**config.mk**
```make
export PLATFORM = sky130hd
export DESIGN_NAME = uart_line_assembler
export DESIGN_NICKNAME = d
export VERILOG_FILES = /design/src/rtl/uart_line_assembler.sv
export SDC_FILE = /design/constraint.sdc
export NUM_CORES = 1
export LEC_CHECK = 0
export ABC_AREA = 1
export CORE_UTILIZATION = 51
export CTS_BUF_LIST = sky130_fd_sc_hd__clkbuf_4 sky130_fd_sc_hd__clkbuf_8
export DETAILED_ROUTE_END_ITERATION = 10
export GPL_TIMING_DRIVEN = 1
export HOLD_SLACK_MARGIN = 0.03
export PLACE_DENSITY = 0.85
export SLEW_MARGIN = 10
export SYNTH_ARGS = -nofsm -noshare
export SYNTH_HDL_FRONTEND = slang
export SYNTH_SLANG_ARGS = --single-unit
```
**constraint.sdc**
```tcl
create_clock -name iCLK -period 1.92 [get_ports iCLK]
set_clock_uncertainty 0.15 [all_clocks]
set_input_delay 0.288 -clock iCLK [delete_from_list [all_inputs] [get_ports iCLK]]
set_output_delay 0.288 -clock iCLK [all_outputs]
set_load 0.01 [all_outputs]
```
**src/rtl/uart_line_assembler.sv**
```systemverilog
// rtl/uart_line_assembler.sv - UART received-byte line assembler with double-buffered display output
//
// Collects printable ASCII bytes from the UART receive path into a work buffer
// and, on a CR or LF terminator, copies the line to a space-padded message bus
// together with its length. The display bus only changes on a commit or clear.
//
// Optional feature: define UART_LINE_BACKSPACE_EN to make 0x08/0x7F erase the
// last collected character. Without it those bytes are dropped.
//
// Ports:
//   iCLK        system clock
//   iRST_N      asynchronous reset, active low
//   iRX_VALID   received byte available
//   iRX_DATA    received byte
//   oRX_READY   byte accepted on an edge where iRX_VALID & oRX_READY
//   iCLEAR      synchronous clear, highest priority
//   oMESS       committed line, char i at [8*i+7:8*i], unused chars 8'h20
//   oLENGTH     committed character count
//   oLINE_DONE  one-cycle pulse when oMESS/oLENGTH update on commit
//   oOVERFLOW   sticky: a printable char was dropped because the buffer was full

module uart_line_assembler #(
    parameter int MAX_CHARS = 61
) (
    input  logic                   iCLK,
    input  logic                   iRST_N,
    input  logic                   iRX_VALID,
    input  logic [7:0]             iRX_DATA,
    output logic                   oRX_READY,
    input  logic                   iCLEAR,
    output logic [MAX_CHARS*8-1:0] oMESS,
    output logic [8:0]             oLENGTH,
    output logic                   oLINE_DONE,
    output logic                   oOVERFLOW
);

    localparam logic [8:0]             CAP    = 9'(MAX_CHARS);
    localparam logic [MAX_CHARS*8-1:0] SPACES = {MAX_CHARS{8'h20}};

    typedef enum logic {
        ST_COLLECT = 1'b0,
        ST_COMMIT  = 1'b1
    } state_t;

    state_t                 state;
    logic [MAX_CHARS*8-1:0] work;
    logic [8:0]             count;
    logic                   last_cr;

    logic accept;
    logic is_cr;
    logic is_lf;
    logic is_print;

    assign accept   = iRX_VALID & oRX_READY;
    assign is_cr    = (iRX_DATA == 8'h0D);
    assign is_lf    = (iRX_DATA == 8'h0A);
    assign is_print = (iRX_DATA >= 8'h20) && (iRX_DATA <= 8'h7E);

`ifdef UART_LINE_BACKSPACE_EN
    logic is_bs;
    assign is_bs = (iRX_DATA == 8'h08) || (iRX_DATA == 8'h7F);
`endif

    always_ff @(posedge iCLK or negedge iRST_N) begin
        if (!iRST_N) begin
            state      <= ST_COLLECT;
            work       <= SPACES;
            count      <= 9'd0;
            last_cr    <= 1'b0;
            oRX_READY  <= 1'b1;
            oMESS      <= SPACES;
            oLENGTH    <= 9'd0;
            oLINE_DONE <= 1'b0;
            oOVERFLOW  <= 1'b0;
        end else begin
            oLINE_DONE <= 1'b0;
            if (iCLEAR) begin
                // Clear wins over a pending commit and over any presented byte.
                state     <= ST_COLLECT;
                work      <= SPACES;
                count     <= 9'd0;
                last_cr   <= 1'b0;
                oRX_READY <= 1'b1;
                oMESS     <= SPACES;
                oLENGTH   <= 9'd0;
                oOVERFLOW <= 1'b0;
            end else begin
                case (state)
                    ST_COMMIT: begin
                        oMESS      <= work;
                        oLENGTH    <= count;
                        oLINE_DONE <= 1'b1;
                        work       <= SPACES;
                        count      <= 9'd0;
                        state      <= ST_COLLECT;
                        oRX_READY  <= 1'b1;
                    end
                    ST_COLLECT: begin
                        if (accept) begin
                            if (is_cr) begin
                                // last_cr survives the commit so a following LF
                                // at count 0 is folded into this terminator.
                                last_cr   <= 1'b1;
                                state     <= ST_COMMIT;
                                oRX_READY <= 1'b0;
                            end else begin
                                last_cr <= 1'b0;
                                if (is_lf) begin
                                    if (!(last_cr && (count == 9'd0))) begin
                                        state     <= ST_COMMIT;
                                        oRX_READY <= 1'b0;
                                    end
                                end else if (is_print) begin
                                    if (count < CAP) begin
                                        for (int i = 0; i < MAX_CHARS; i++) begin
                                            if (count == 9'(i)) begin
                                                work[8*i +: 8] <= iRX_DATA;
                                            end
                                        end
                                        count <= count + 9'd1;
                                    end else begin
                                        oOVERFLOW <= 1'b1;
                                    end
                                end
`ifdef UART_LINE_BACKSPACE_EN
                                else if (is_bs) begin
                                    if (count != 9'd0) begin
                                        for (int i = 0; i < MAX_CHARS; i++) begin
                                            if (count == 9'(i + 1)) begin
                                                work[8*i +: 8] <= 8'h20;
                                            end
                                        end
                                        count <= count - 9'd1;
                                    end
                                end
`endif
                            end
                        end
                    end
                    default: begin
                        state     <= ST_COLLECT;
                        oRX_READY <= 1'b1;
                    end
                endcase
            end
        end
    end

endmodule

```
# Word-level counts from Yosys, hierarchy flattened
# Index checks and enable logic that the tools add are counted.
# word_totals
input_bits	12
output_inout_bits	500
ff_bits	999
# op_classes
magnitude_cmp	3
n_addsub	1
muxes	104
n_eq_ne	134
n_reduce_logical	71
bitwise	2
# ops
op	n
488-bit two-way mux	8
488-bit case mux with 2 select lines	1
8-bit two-way mux	61
6-bit AND reduction	62
9-bit by 6-bit equality test with 1-bit output, second input constant	29
3-bit inequality test, second input constant	66
9-bit by 5-bit equality test with 1-bit output, second input constant	16
9-bit by 4-bit equality test with 1-bit output, second input constant	8
9-bit two-way mux	8
9-bit by 3-bit equality test with 1-bit output, second input constant	4
1-bit two-way mux	23
9-bit by 2-bit equality test with 1-bit output, second input constant	2
9-bit case mux with 2 select lines	1
8-bit by 4-bit equality test with 1-bit output, second input constant	2
9-bit by 1-bit adder with 9-bit output, second input constant	1
9-bit by 1-bit equality test with 1-bit output, second input constant	1
9-bit zero test	1
9-bit by 6-bit < comparator with 1-bit output, second input constant	1
8-bit by 6-bit >= comparator with 1-bit output, second input constant	1
8-bit by 7-bit less-or-equal comparator with 1-bit output, second input constant	1
2-bit inequality test, second input constant	4
4-bit inequality test, second input constant	2
2-bit nonzero test	3
5-bit AND reduction	1
6 further kinds	8

# Logic depth before layout (Yosys ltp)
# depth
ltp_word	9
mapped_depth	11
ltp_nobuf	10

# Least setup slack after synthesis
# Ideal clock, no wire load.
# synth_timing
kind	reg2reg
from	register count[0]
to	register work[134]
path_slack_ps	108
synth_period_minus_slack_ps	1812
arrival_time_ps	1596
stages_incl_launch_ff	11
setup_ps	66
cell_sequence	dfrtp_1 -> inv_1 -> ha_1 -> inv_1 -> nor2_1 -> nand2_1 -> nor2_1 -> nand2_1 -> nand2_1 -> nand2_1 -> nand2_1
# synth_via
elab_chain_len	3
word_cells_on_any_way	5
classes_between	order compare: 1; eq/ne: 3; reduce/logical: 1
# synth_lines
item	line	rtl
start: declaration	47	logic [8:0] count;
start signal: assignment	121	count <= count + 9'd1;
9-bit by 6-bit < comparator with 1-bit output or 9-bit by 5-bit equality test with 1-bit output (tied branches)	115, 117	
3-bit inequality test (no source line)	-	
6-bit AND reduction (no source line) *	-	
end signal: indexed assignment	118	work[8*i +: 8] <= iRX_DATA;
end: declaration	46	logic [MAX_CHARS*8-1:0] work;
# Every way passes the cells marked *; elsewhere a longest branch is shown, timed or not.
# A chain may end at the register's enable or synchronous reset.

# Worst setup path after layout
# layout_timing
from	register count[6]
to	register work[108]
# layout_via
elab_chain_len	3
word_cells_on_any_way	5
classes_between	order compare: 1; eq/ne: 3; reduce/logical: 1
# layout_lines
item	line
9-bit by 6-bit < comparator with 1-bit output or 9-bit by 4-bit equality test with 1-bit output (tied branches)	115, 117
3-bit inequality test (no source line)	-
6-bit AND reduction (no source line) *	-
# Marks and branches as above.

==> metrics.txt <==
Max Buffers Root-to-Sink 3; area grow syn2layout 38.6%; drt drc 0; status finished with violations; max-slew violations 0; Die Y 276 µm; synthesized instance count 3524; leakage 26.9 nW; Vias/cell 6.02; Synth area leader dfrtp_1; Synth Cell Area 0.0382 mm²; wire per inst 24.1 µm; critical-path maximum fanout 8; DRT Pass-1 Iters 8; CP Capture Type flip-flop; top_reg_cell synth dfrtp_1; share of async-settable or async-resettable flops after synthesis 1.00; RSZ-0062 raised after global routing yes; setup slack after placement -655 ps; Final setup viols 260; clk slew on worst S/H paths 70 ps; Yosys top cell area share 0.575; number of global-route vias before repair 33100; min Tclk post-route 2040 ps; post-route setup slack -120 ps; most frequent cells in the layout dfrtp_1, nand2_1, nand3_1, a22o_1, buf_4; final net count 4445; Synth cell types 29; Syn Nets 3540; #FFs+latches synth 999; failing checks negative setup slack; first-pass GRT wire length 195 mm; critical-path cell list inv_2 > nand2_4 > nor2_4 > nand3_2 > nor2_4 > buf_12 > buf_12 > nand2_8 > buf_4 > nand3_1 > nand2_1; core occupancy in the finished layout 0.720; Crit-path slowest cell dfrtp_1; maximum vdd drop 0.597 mV; initial antenna violation count 4; Core ar. 0.0735 mm²; TNS Setup -9440 ps; overall routing resource usage 0.339; total CTS buffers 155; crit path DAT 2580 ps; clk_lat worst skew 810 ps; vias 33200; Fmax achieved 490 MHz; initial core utilization 0.519; Req. time, crit path 2460 ps; critical path class flip-flop to flip-flop; port buffer count 511; Least-Margin Pin Slew 1050 ps; highest cell delay on the worst timing path 390 ps; MaxCap Viol Count 0; die footprint 0.0759 mm²; H-tree Lvls 4; grt total ovfl 0; register area share after synthesis 0.659; Final ANT Viol Nets 0; top-level I/O count 512; HPWL after DPL 81.0 mm; Avg Cell Area, Syn 10.8 µm²; final wirelength 133 mm; starting DRC count in detailed routing 3548; Synth area leaders dfrtp_1, nand2_1, dfstp_2; EDFF count, synth 0; layout cells sized above 1 0.386; num rows 99; commonest non-fill, non-tap cell in the layout dfrtp_1; Hold Crit Class primary input to flip-flop; Fin. Hold Viols 0; CTS tree built; routability congestion estimate 0.886; Tcrit/Tclk final 1.06; largest net degree at the start of global routing 76; Die W 276 µm; startpoint types flip-flop; Synth warnings 0; total power 45.4 mW; Root Driver clkbuf_8; Slew headroom 0.301; clock sinks 999; Pwr Density 859 mW/mm²
[repair_timing]
item / CTS / global route
setup buffers: 161 / 10
endpoints found under the hold margin: 993 / 0
resized for setup: 2120 / 350
pin swaps: 55 / 128
setup endpoints to repair: 996 / 610
hold buffers: 6 / 0
cloned: 2 / 3
[flip-flops by register name, summed over array words and instances, names as in the netlist]
register and cells:
count 9, last_cr 1, oLENGTH 9, oLINE_DONE 1, oMESS 488, oOVERFLOW 1, oRX_READY 1, state 1
work 488
[worst max-delay path, delay by kind of cell, from the launching register on]
| kind | cells | cell delay (ps) |
|---|---|---|
| AND/OR/NAND/NOR | 7 | 770 |
| flip-flops | 1 | 390 |
| buffers and inverters | 4 | 590 |
[final timing paths]
check,start,slack (ps),cells after the start,to
min in group asynchronous,iRST_N,670,3,oMESS[31]
worst min register to register,work[483],320,1,oMESS[483]
max in group asynchronous,iRST_N,10,5,oMESS[325]
worst max register to register,count[6],-120,11,work[108]
worst max-delay path,count[6],-120,11,work[108]
worst min-delay path,iCLEAR,180,3,oOVERFLOW
[final cells by class]
| cell class | count | area, µm² |
|---|---|---|
| fill | 4433 | 20600 |
| sequential | 999 | 25200 |
| tap | 959 | 1200 |
| clock buffer | 261 | 3150 |
| antenna | 2 | 5.00 |
| timing repair buffer | 971 | 8770 |
| multi-input combinational | 2213 | 14000 |
| inverter | 89 | 343 |
| clock inverter | 27 | 277 |
[cells by family after synthesis]
logic type | after synthesis | share of synthesized area
adders and majority gates | 4 | 0.00131
and+or+nand+nor | 1699 | 0.195
DFF | 999 | 0.659
AOI/OAI and AO/OA | 509 | 0.109
buffers and inverters | 312 | 0.0352
xor gates and xnor gates | 1 | 0.000230
[routing by layer]
layer / routed length, µm / global-route usage / part of all wire
met2: 63900 / 0.540 / 0.48
met4: 7340 / 0.189 / 0.055
met5: 33 / 0 / 0.00025
met1: 48900 / 0.433 / 0.37
met3: 12700 / 0.0720 / 0.096
[cell usage after synthesis, types with 11 or more instances]
cell type	number
nand2_1	983
dfrtp_1	876
nand3_1	450
a22o_1	366
nor2_1	143
dfstp_2	123
clkbuf_1	116
buf_2	88
inv_1	82
o21ai_0	75
nand2_2	62
o22a_1	61
nand2_4	39
nand4_1	14
buf_1	11
[stage by stage]
step / area, µm² / cells / hold slack (ps)
2_1_floorplan: 38200 / 3524 / -158
3_3_place_gp: 46700 / 5054 / 58.2
3_5_place_dp: 46700 / 5054 / 50.6
4_1_cts: 51400 / 5510 / 112
5_1_grt: 52900 / 5520 / 158
6_report: 52900 / 5521 / 184
[report_power, final]
part / total [mW] / internal [mW] / switching, mW
clock network: 19.6 / 10.7 / 8.89
registers: 22.5 / 21.9 / 0.576
logic: 3.34 / 1.14 / 2.20
(Power assumes the default switching activity.)
